===== src/rtl/mem_arb_pkg.sv =====
// Shared types and constants for the unified-memory port arbiter.
// Covers the FSM encoding, the RISC-V funct3 access sizes and the data-streak counter width.
package mem_arb_pkg;

    typedef enum logic [1:0] {
        ST_IDLE   = 2'd0,
        ST_WAIT_D = 2'd1,
        ST_WAIT_I = 2'd2,
        ST_MISAL  = 2'd3
    } state_t;

    localparam logic [2:0] F3_B  = 3'b000;
    localparam logic [2:0] F3_H  = 3'b001;
    localparam logic [2:0] F3_W  = 3'b010;
    localparam logic [2:0] F3_BU = 3'b100;
    localparam logic [2:0] F3_HU = 3'b101;

    localparam int STREAK_W = 4;

    function automatic logic [31:0] word_addr(input logic [31:0] a);
        return {a[31:2], 2'b00};
    endfunction

endpackage


===== src/rtl/mem_port_arbiter_store_formatter.sv =====
// Combinational store lane formatting and alignment check for one data access.
// Loads produce an empty mask; stores with an unknown funct3 behave as word stores.
module store_formatter
    import mem_arb_pkg::*;
(
    input  logic [2:0]  i_funct3,
    input  logic [1:0]  i_addr_lo,
    input  logic [31:0] i_wdata,
    input  logic        i_we,
    output logic [3:0]  o_wmask,
    output logic [31:0] o_wdata,
    output logic        o_misalign
);

    always_comb begin
        o_wmask    = 4'b0000;
        o_wdata    = i_wdata;
        o_misalign = 1'b0;
        if (i_we) begin
            case (i_funct3)
                F3_B: begin
                    o_wmask = 4'b0001 << i_addr_lo;
                    o_wdata = {4{i_wdata[7:0]}};
                end
                F3_H: begin
                    o_wmask    = 4'b0011 << {i_addr_lo[1], 1'b0};
                    o_wdata    = {2{i_wdata[15:0]}};
                    o_misalign = i_addr_lo[0];
                end
                default: begin
                    o_wmask    = 4'b1111;
                    o_misalign = |i_addr_lo;
                end
            endcase
        end else begin
            // Byte loads and unknown load sizes never trap on alignment.
            case (i_funct3)
                F3_H, F3_HU: o_misalign = i_addr_lo[0];
                F3_W:        o_misalign = |i_addr_lo;
                F3_B, F3_BU: o_misalign = 1'b0;
                default:     o_misalign = 1'b0;
            endcase
        end
    end

endmodule


===== src/rtl/mem_port_arbiter.sv =====
// Arbitrates fetch and data requests onto one single-ported memory, one transaction in flight.
// Data normally wins; a waiting fetch is forced through after MAX_DATA_STREAK data grants.
module mem_port_arbiter
    import mem_arb_pkg::*;
#(
    parameter int MAX_DATA_STREAK = 4
)
(
    input  logic        clk,
    input  logic        rst,
    input  logic        if_req,
    input  logic [31:0] if_addr,
    output logic        if_rvalid,
    output logic [31:0] if_rdata,
    output logic        if_stall,
    input  logic        dm_req,
    input  logic        dm_we,
    input  logic [31:0] dm_addr,
    input  logic [31:0] dm_wdata,
    input  logic [2:0]  dm_funct3,
    output logic        dm_rvalid,
    output logic [31:0] dm_rdata,
    output logic        dm_stall,
    output logic        dm_misalign,
    output logic        mem_req,
    output logic        mem_we,
    output logic [31:0] mem_addr,
    output logic [31:0] mem_wdata,
    output logic [3:0]  mem_wmask,
    input  logic        mem_gnt,
    input  logic        mem_rvalid,
    input  logic [31:0] mem_rdata,
    output state_t      dbg_state
);

    localparam logic [STREAK_W-1:0] STREAK_MAX = STREAK_W'(MAX_DATA_STREAK);
    localparam logic [STREAK_W-1:0] STREAK_SAT = '1;

    state_t              r_state;
    state_t              w_next;
    logic [STREAK_W-1:0] r_streak;
    logic [STREAK_W-1:0] w_streak_next;
    logic [STREAK_W-1:0] w_streak_bump;
    logic                w_data_win;
    logic [3:0]          w_fmt_wmask;
    logic [31:0]         w_fmt_wdata;
    logic                w_misalign;

    store_formatter u_fmt (
        .i_funct3   (dm_funct3),
        .i_addr_lo  (dm_addr[1:0]),
        .i_wdata    (dm_wdata),
        .i_we       (dm_we),
        .o_wmask    (w_fmt_wmask),
        .o_wdata    (w_fmt_wdata),
        .o_misalign (w_misalign)
    );

    assign w_data_win    = dm_req & ~(if_req & (r_streak == STREAK_MAX));
    assign w_streak_bump = !if_req ? '0 :
                           (r_streak == STREAK_SAT) ? r_streak : r_streak + 4'd1;

    always_ff @(posedge clk or posedge rst) begin
        if (rst) begin
            r_state  <= ST_IDLE;
            r_streak <= '0;
        end else begin
            r_state  <= w_next;
            r_streak <= w_streak_next;
        end
    end

    always_comb begin
        w_next        = r_state;
        w_streak_next = r_streak;
        mem_req       = 1'b0;
        mem_we        = 1'b0;
        mem_addr      = 32'h0;
        mem_wdata     = 32'h0;
        mem_wmask     = 4'b0000;
        if_rvalid     = 1'b0;
        if_rdata      = 32'h0;
        dm_rvalid     = 1'b0;
        dm_rdata      = 32'h0;
        case (r_state)
            ST_IDLE: begin
                if (w_data_win) begin
                    if (w_misalign) begin
                        w_next        = ST_MISAL;
                        w_streak_next = w_streak_bump;
                    end else begin
                        mem_req   = 1'b1;
                        mem_we    = dm_we;
                        mem_addr  = word_addr(dm_addr);
                        mem_wdata = dm_we ? w_fmt_wdata : 32'h0;
                        mem_wmask = w_fmt_wmask;
                        if (mem_gnt) begin
                            w_next        = ST_WAIT_D;
                            w_streak_next = w_streak_bump;
                        end
                    end
                end else if (if_req) begin
                    mem_req  = 1'b1;
                    mem_addr = word_addr(if_addr);
                    if (mem_gnt) begin
                        w_next        = ST_WAIT_I;
                        w_streak_next = '0;
                    end
                end
            end
            ST_WAIT_D: begin
                if (mem_rvalid) begin
                    dm_rvalid = 1'b1;
                    dm_rdata  = dm_we ? 32'h0 : mem_rdata;
                    w_next    = ST_IDLE;
                end
            end
            ST_WAIT_I: begin
                if (mem_rvalid) begin
                    if_rvalid = 1'b1;
                    if_rdata  = mem_rdata;
                    w_next    = ST_IDLE;
                end
            end
            ST_MISAL: begin
                dm_rvalid = 1'b1;
                w_next    = ST_IDLE;
            end
            default: w_next = ST_IDLE;
        endcase
    end

    assign if_stall    = if_req & ~if_rvalid;
    assign dm_stall    = dm_req & ~dm_rvalid;
    assign dm_misalign = dm_req & w_misalign;
    assign dbg_state   = r_state;

endmodule


===== config.mk =====
export PLATFORM = sky130hd
export DESIGN_NAME = mem_port_arbiter
export DESIGN_NICKNAME = d
export VERILOG_FILES = /design/src/rtl/mem_arb_pkg.sv /design/src/rtl/mem_port_arbiter_store_formatter.sv /design/src/rtl/mem_port_arbiter.sv
export SDC_FILE = /design/constraint.sdc
export NUM_CORES = 1
export LEC_CHECK = 0
export BUFFER_PORTS_ARGS = -buffer_cell sky130_fd_sc_hd__buf_2
export CAP_MARGIN = 15
export CORE_AREA = 2 2 109 111
export DETAILED_ROUTE_END_ITERATION = 8
export DIE_AREA = 0 0 111 113
export PLACE_DENSITY_LB_ADDON = 0.05
export SYNTH_ARGS = -nofsm -noshare
export SYNTH_HDL_FRONTEND = slang
export SYNTH_HIERARCHICAL = 1
export SYNTH_SLANG_ARGS = --single-unit

===== constraint.sdc =====
create_clock -name clk -period 2.5 [get_ports clk]
set_clock_uncertainty 0.1 [all_clocks]
set_input_delay 0.5 -clock clk [delete_from_list [all_inputs] [get_ports clk]]
set_output_delay 0.5 -clock clk [all_outputs]
set_load 0.02 [all_outputs]

After elaboration in Yosys (flattened, before gate mapping)
Index checks and enable logic that the tools add are counted.
- register bits: 6
- bits of input ports: 138
- output and inout port bits: 141
- logic and storage cells: 81
- $add $sub $neg: 1
- equal/unequal tests: 12
- shift-type cells: 2
- muxes and demuxes: 46
- bitwise operators: 8
- reductions and logical operators: 10
- operator list (kind ; number):
    $mux 32 ; 13
    $pmux 32 s2 ; 1
    $mux 4 ; 11
    $mux 2 ; 6
    $mux 1 ; 10
    $ne 3x3->1 const B ; 3
    $pmux 4 s2 ; 1
    $reduce_and 4->1 ; 2
    $pmux 1 s2 ; 3
    $pmux 2 s3 ; 1
    $reduce_bool 2->1 ; 3
    $reduce_or 2->1 ; 3
    $and 1x1->1 ; 5
    $add 4x1->4 const B ; 1
    $eq 2x2->1 const B ; 2
    $eq 4x3->1 const B ; 1
    $eq 4x4->1 const B ; 1
    $shl 1x2->4 const A ; 1
    $shl 2x2->4 const A ; 1
    $eq 3x1->1 const B ; 1
    $eq 3x2->1 const B ; 1
    $eq 3x3->1 const B ; 1
    $logic_not 3->1 ; 1
    $not 1->1 ; 3
    other kinds (3) ; 3

Longest topological paths before layout
Gate-level depths: netlist of run 1.
- word-level depth: 7
- gate-level depth with buffers: 9
- depth with buffers taken out: 7

Modules after synthesis
Netlist of run 1, hierarchy kept.
- by module, submodules not included (module ; instances ; cells each ; area an instance (um^2) ; seq. area each (um^2)):
    mem_port_arbiter ; 1 ; 219 ; 1560.2 ; 150.1
    store_formatter ; 1 ; 72 ; 538.0 ; 0.0

Worst setup path after synthesis of run 1
Ideal clock, no wire load.
- path kind: input to output
- from: input dm_funct3[0]
- to: output mem_addr[10]
- data arrival time: 1.940 ns
- required time: 1.900 ns
- setup slack: -0.040 ns
- cell stages on the path: 9
- path buffers: 4
- cells stage by stage: clkbuf_1 -> buf_2 -> nand2_1 -> o22ai_1 -> a21oi_1 -> nor2_1 -> buf_2 -> buf_2 -> a22o_1
- longest elaborated chain between the ends: 7
- elaborated cells between the ends (all ways): 11
- those cells by class: 3 x eq/ne; 6 x mux; 2 x reduce/logical
- ends and longest elaborated chain (what ; line ; source):
    from (decl) ; mem_port_arbiter.sv:20 ; input logic [2:0] dm_funct3,
    $eq 3x1->1 / $eq 3x3->1 (equally long branches) ; mem_port_arbiter_store_formatter.sv:20, mem_port_arbiter_store_formatter.sv:37 ;
    $reduce_or 2->1 ; mem_port_arbiter_store_formatter.sv:37 ; case (i_funct3)
    $pmux 1 s2 ; mem_port_arbiter_store_formatter.sv:37 ;
    $mux 1 * ; mem_port_arbiter_store_formatter.sv:19 ; if (i_we) begin
    named net w_misalign ; mem_port_arbiter.sv:47 ; logic w_misalign;
    $mux 32 * ; mem_port_arbiter.sv:88 ; if (w_misalign) begin
    $mux 32 * ; mem_port_arbiter.sv:87 ; if (w_data_win) begin
    $mux 32 * ; mem_port_arbiter.sv:85 ; case (r_state)
    to (decl) ; mem_port_arbiter.sv:27 ; output logic [31:0] mem_addr,
Mark *: on every way through the listed nets, which the timed path passes. The rest lies on a longest branch.

Final worst setup path of run 1
- from: register r_streak[0]
- to: output mem_addr[18]
- longest elaborated chain between the ends: 6
- ends and longest elaborated chain (what ; line ; source):
    from (decl) ; mem_port_arbiter.sv:41 ; logic [STREAK_W-1:0] r_streak;
    from (signal assigned) ; mem_port_arbiter.sv:69 ; r_streak <= w_streak_next;
    $eq 4x3->1 ; mem_port_arbiter.sv:59 ; assign w_data_win = dm_req & ~(if_req & (r_streak == STREAK_MAX));
    $and 1x1->1 ; mem_port_arbiter.sv:59 ;
    $not 1->1 ; mem_port_arbiter.sv:59 ;
    $and 1x1->1 ; mem_port_arbiter.sv:59 ;
    $mux 32 ; mem_port_arbiter.sv:87 ;
    $mux 32 ; mem_port_arbiter.sv:85 ;
No other way between the ends.

==> results.cfg, run 1 <==
[sta]
timing.fmax_ghz = 0.415
rsz0062_at_grt = true
period_minus_slack_ns = 2.41
fin_setup_tns_ns = 0
tightest_slew_ns = 0.509
setup_viol = 0
relSlewSlack = 0.657
fin_crit_sh = 0.963
slew_violations = 0
hold_violations = 0

[synth]
ys_types = 38
synth_warnings = 6
yosysTopAreaCell = and3_1
synthFlopType = dfrtp_1
syn_area_sq_um = 2100
syn_inst = 291
synth_top_area_share = 0.194
yosysSeqAreaShare = 0.0716
syn_area_per_cell_sq_um = 7.21
synth-seq-cells = 6
synth_edf_count = 0
synth_area_leaders = and3_1 19%, a22o_1 12%, and2_1 12%, dfrtp_1 7.2%, mux2_2 5.4%
async_flop_share = 1.00

[drt]
via_per_inst = 4.52
dr_total_vias = 3175
drt-total-wl_um = 10900
wl_per_cell_um = 15.5
drc = 0
initialDrtViolationCount = 129
antenna_left = 0
drt_first_pass_iters = 4

[grt]
grt_pass1_vias = 2903
grt_pass1_wl_um = 15900
antenna_found_initial = 0
grt_max_degree = 53
grt_overflow = 0
grt_usage = 0.155

[die]
start_util = 0.186
die_w_um = 111
ios = 279
die_area_sq_um = 12500
num_rows = 39
design.core.area_sq_um = 11300
die_y_um = 113

[clocking]
clk_latency_ns = 0.23
cts_tree = built
clkTransAtPathRegs_ns = 0.03
cts_htree_levels = 1
max-clock-path-buffers = 2
clock-sinks = 6
cts-buffers-inserted = 3
clk_root_buffer_cell = clkbuf_16

[setup_path]
end_kind = output port
crit_arrival_ns = 1.81
critical-path-top-delay-family = simple AND/OR/NAND/NOR gates
path_max_fanout = 7
path_cells = inv_2, ha_4, nand4b_4, nand2_2, and3_4, clkbuf_16, a22o_1, buf_2
crit_slowest_cell = dfrtp_1
start_kind = flop
critPathKind = flop to output port
slowest_delay_ns = 0.38
crit_buf_inv = 3
cp.required_ns = 1.90

[final_layout]
final_cell_mix = 258 x buf_2, 64 x and3_1, 40 x and2_1
drive_gt1_frac = 0.595
area_growth_pct = 87.4
nets = 704
final_common_cell = buf_2

[placed_design]
dpl.hpwl_um = 8660
port_buffers = 274
gp_congestion = 0.793

[power_and_ir_drop]
finalPower_mw = 2.24
p_leak_nw = 2.56
p_per_area_nw_per_um2 = 571
vdd_drop_max_mv = 0.375

[job]
drv_cap = 0

[run_status]
status = finished clean

[worst_hold_path]
hold_class = primary input to async pin
-- metrics by stage --
stage / setup slack, ns / hold WS [ns] / utilization / cell area [sq um] / instances
after CTS: 0.0199 / 0.0993 / 0.340 / 3830 / 697
after global placement: -0.00406 / 0.344 / 0.323 / 3640 / 691
after floorplan: 0.0129 / 0.191 / - / 2100 / 292
after global routing: -0.00930 / 0.105 / 0.349 / 3930 / 701
final: 0.0919 / 0.0860 / 0.349 / 3930 / 702
after detailed placement: -0.00815 / 0.337 / 0.323 / 3640 / 691
-- cell families (layout without fill, tap and decap cells) --
group	Yosys count	after routing	synth area share
AOI/OAI and AO/OA	62	62	0.222
muxes	27	27	0.140
and+or+nand+nor	141	141	0.408
adders and majority gates	6	6	0.0358
buffers and inverters	48	314	0.121
DFF	6	6	0.0716
other	1	3	0.00179
-- worst register-to-register path: stages (launching register included) --
cell and delay (ns):
dfrtp_1 0.38, inv_2 0.08, ha_4 0.15, nand4b_4 0.14
buf_4 0.18, a21oi_1 0.16, a211o_1 0.23, mux2_2 0.35
-- power breakdown --
| part | switching, mW | total (mW) | internal, mW |
|---|---|---|---|
| Clock | 0.0507 | 0.256 | 0.205 |
| Sequential | 0.0265 | 0.157 | 0.130 |
| Combinational | 1.04 | 1.83 | 0.795 |
| Total | 1.11 | 2.24 | 1.13 |
-- Yosys cell counts (2+ instances only) --
library cell	n
nand3_1	3
a21boi_0	2
and2_1	40
nand2b_1	2
ha_1	6
buf_6	2
clkbuf_1	15
mux2i_1	9
nand2_1	6
dfrtp_1	6
mux2_2	10
buf_4	13
a22o_1	29
o2bb2ai_1	2
nor2_1	16
o21ai_0	9
mux2_1	8
and2_2	2
and3_1	65
a21oi_1	13
buf_2	6
clkbuf_2	2
inv_1	10
-- what timing repair did --
| item | in CTS | in global routing |
|---|---|---|
| cloned | 1 | 3 |
| pin swaps | 1 | 6 |
| buffers inserted | 2 | 1 |
| endpoints found under the setup margin | 65 | 55 |
| gates resized for setup | 23 | 6 |
| hold buffers | 0 | 0 |
-- sequential cells by signal, summed over array words and instances (netlist names) --
signal / cells
dbg_state: 2
r_streak: 4
-- path summary, 6_finish.rpt --
kind                                    startpoint                      end  slack, ns  cells after the start
max                        r_streak[0]$_DFFE_PP0P_             mem_addr[18]       0.09                      8
min                                            rst  r_streak[3]$_DFFE_PP0P_       0.09                      2
max reg2reg                r_streak[0]$_DFFE_PP0P_  r_streak[0]$_DFFE_PP0P_       0.62                      7
min reg2reg                r_streak[3]$_DFFE_PP0P_  r_streak[3]$_DFFE_PP0P_       0.45                      1
max in group asynchronous                      rst  r_streak[2]$_DFFE_PP0P_       2.02                      2
min in group clk           r_streak[3]$_DFFE_PP0P_  r_streak[3]$_DFFE_PP0P_       0.45                      1
-- cell type report --
class	instances	area (sq um)
Fill cell	1268	7340
Multi-Input combinational cell	238	1750
Timing Repair Buffer	301	1740
Tap cell	143	179
Sequential cell	6	150
Clock buffer	3	75.1
Inverter	10	37.5
Antenna cell	1	2.50
-- metal layers --
metal	GRT usage	wire length (um)	up-vias	share of wire
met1	0.198	4620	1446	0.42
met3	0.0321	832	6	0.076
li1	-	-	1577	-
met4	0.0200	76	0	0.0070
met5	0	0	-	0
met2	0.275	5380	146	0.49
No activity file was read; power rests on OpenSTA's default activity.
==> inputs of run 2 (changes only) <==
--- a/config.mk
+++ b/config.mk
@@ -7,9 +7,9 @@
 export LEC_CHECK = 0
 export BUFFER_PORTS_ARGS = -buffer_cell sky130_fd_sc_hd__buf_2
 export CAP_MARGIN = 15
-export CORE_AREA = 2 2 109 111
+export CORE_AREA = 2 2 108 110
 export DETAILED_ROUTE_END_ITERATION = 8
-export DIE_AREA = 0 0 111 113
+export DIE_AREA = 0 0 110 112
 export PLACE_DENSITY_LB_ADDON = 0.05
 export SYNTH_ARGS = -nofsm -noshare
 export SYNTH_HDL_FRONTEND = slang
==> constraint.sdc (replaced) <==
create_clock -name clk -period 2.8 [get_ports clk]
set_clock_uncertainty 0.1 [all_clocks]
set_input_delay 0.56 -clock clk [delete_from_list [all_inputs] [get_ports clk]]
set_output_delay 0.56 -clock clk [all_outputs]
set_load 0.02 [all_outputs]
==> results.cfg, run 2 (synthesis results as in run 1) <==
[clocking]
clk_latency_ns = 0.22
postCtsSetupBuffers = 0
clkTransAtPathRegs_ns = 0.03
cts_tree = built
cts_htree_levels = 1
cts-buffers-inserted = 3
clk_root_buffer_cell = clkbuf_16
max-clock-path-buffers = 2
clock-sinks = 6

[die]
die_y_um = 112
num_rows = 39
start_util = 0.188
die_w_um = 110
die_area_sq_um = 12300
ios = 279
design.core.area_sq_um = 11200

[grt]
grt_usage = 0.151
antenna_found_initial = 1
grt_pass1_wl_um = 15000
grt_pass1_vias = 2933
grt_overflow = 0
grt_max_degree = 38

[placed_design]
port_buffers = 274
placedCellCount = 682
gp_congestion = 0.853
pre_cts_slack_ns = 0.235
dpl.hpwl_um = 8290
placed_cell_area_sq_um = 3580

[sta]
fin_crit_sh = 0.935
rsz0062_at_grt = false
hold_violations = 0
timing.fmax_ghz = 0.382
setup_ws_ns = 0.183
slew_violations = 0
setup_viol = 0
period_minus_slack_ns = 2.62
relSlewSlack = 0.654
tightest_slew_ns = 0.513
fin_setup_tns_ns = 0

[run_status]
status = finished clean

[drt]
antenna_left = 0
drt_first_pass_iters = 4
maxUsedRoutingLayer = met4
drt-total-wl_um = 10200
drc = 0
wl_met3_um = 879
via_per_inst = 4.53
initialDrtViolationCount = 132
route.met2.wl_um = 5010
dr_total_vias = 3107
wl_per_cell_um = 14.8
wl_met1_um = 4080

[setup_path]
path_max_fanout = 36
slowest_delay_ns = 0.39
crit_buf_inv = 3
crit_slowest_cell = dfrtp_1
end_kind = output port
path_cells = inv_1, ha_1, nand4b_4, nand3_1, nor2_4, buf_12, and3_1, buf_2
cp.required_ns = 2.14
critPathKind = flop to output port
critical-path-top-delay-family = simple AND/OR/NAND/NOR gates
crit_arrival_ns = 1.96
start_kind = flop

[final_layout]
final_cells = 686
final_area_sq_um = 3660
nets = 688
area_growth_pct = 74.5
postLayoutCoreUtil = 0.328
final_common_cell = buf_2
drive_gt1_frac = 0.568
largest_reg_flops = 4
regMostFlops = r_streak
final_cell_mix = 274 x buf_2, 65 x and3_1, 40 x and2_1
num-fill-cells = 1261

[job]
drv_cap = 0

[worst_hold_path]
hold_class = primary input to async pin

[power_and_ir_drop]
vdd_drop_max_mv = 0.249
p_leak_nw = 2.44
p_per_area_nw_per_um2 = 487
## run 2: cell types whose count changed in the layout (fill, tap and decap cells not counted), sizes merged
cell | previous run | this run
clkbuf | 6 | 3
buf | 298 | 285
## run 2: layer usage
metal,track usage,vias to the layer above
met3,0.0281,12
met4,0.0380,0
met5,0,-
met2,0.277,146
li1,-,1541
met1,0.176,1408
## run 2: stage by stage
step	power (mW)	hold slack (ns)
3_5_place_dp	1.56	0.383
6_report	1.78	0.141
2_1_floorplan	1.04	0.251
5_1_grt	1.93	0.180
3_3_place_gp	1.57	0.381
4_1_cts	1.80	0.149
## run 2: final cells by class
| cell class | count | area (sq um) | share of cell area |
|---|---|---|---|
| diodes | 1 | 2.50 | 0.000683 |
| flip-flops and latches | 6 | 150 | 0.0410 |
| well taps | 143 | 179 | 0.0489 |
| inverters | 10 | 37.5 | 0.0102 |
| clock buffers | 3 | 75.1 | 0.0205 |
| repair buffers | 285 | 1500 | 0.411 |
| multi-input cells | 238 | 1710 | 0.468 |
## run 2: worst paths after layout
path | to | slack, ns | from | cells past startpoint
min in group clk | r_streak[3]$_DFFE_PP0P_ | 0.45 | r_streak[3]$_DFFE_PP0P_ | 1
min | r_streak[3]$_DFFE_PP0P_ | 0.14 | rst | 2
max reg2reg | r_streak[0]$_DFFE_PP0P_ | 0.87 | r_streak[0]$_DFFE_PP0P_ | 6
min reg2reg | r_streak[3]$_DFFE_PP0P_ | 0.45 | r_streak[3]$_DFFE_PP0P_ | 1
max in group asynchronous | r_streak[2]$_DFFE_PP0P_ | 2.27 | rst | 2
max | mem_wdata[25] | 0.18 | r_streak[0]$_DFFE_PP0P_ | 8
## run 2: power by group
part	switching (mW)	internal, mW	leakage (nW)	total, mW
Combinational	0.850	0.549	2.32	1.40
Clock	0.0425	0.183	0.0370	0.225
Sequential	0.0415	0.116	0.0807	0.158
Total	0.934	0.848	2.44	1.78
## run 2: timing repair
action                     in CTS  in global routing
setup endpoints to repair       0                 18
hold buffers                    0                  0
resized for setup               0                  1
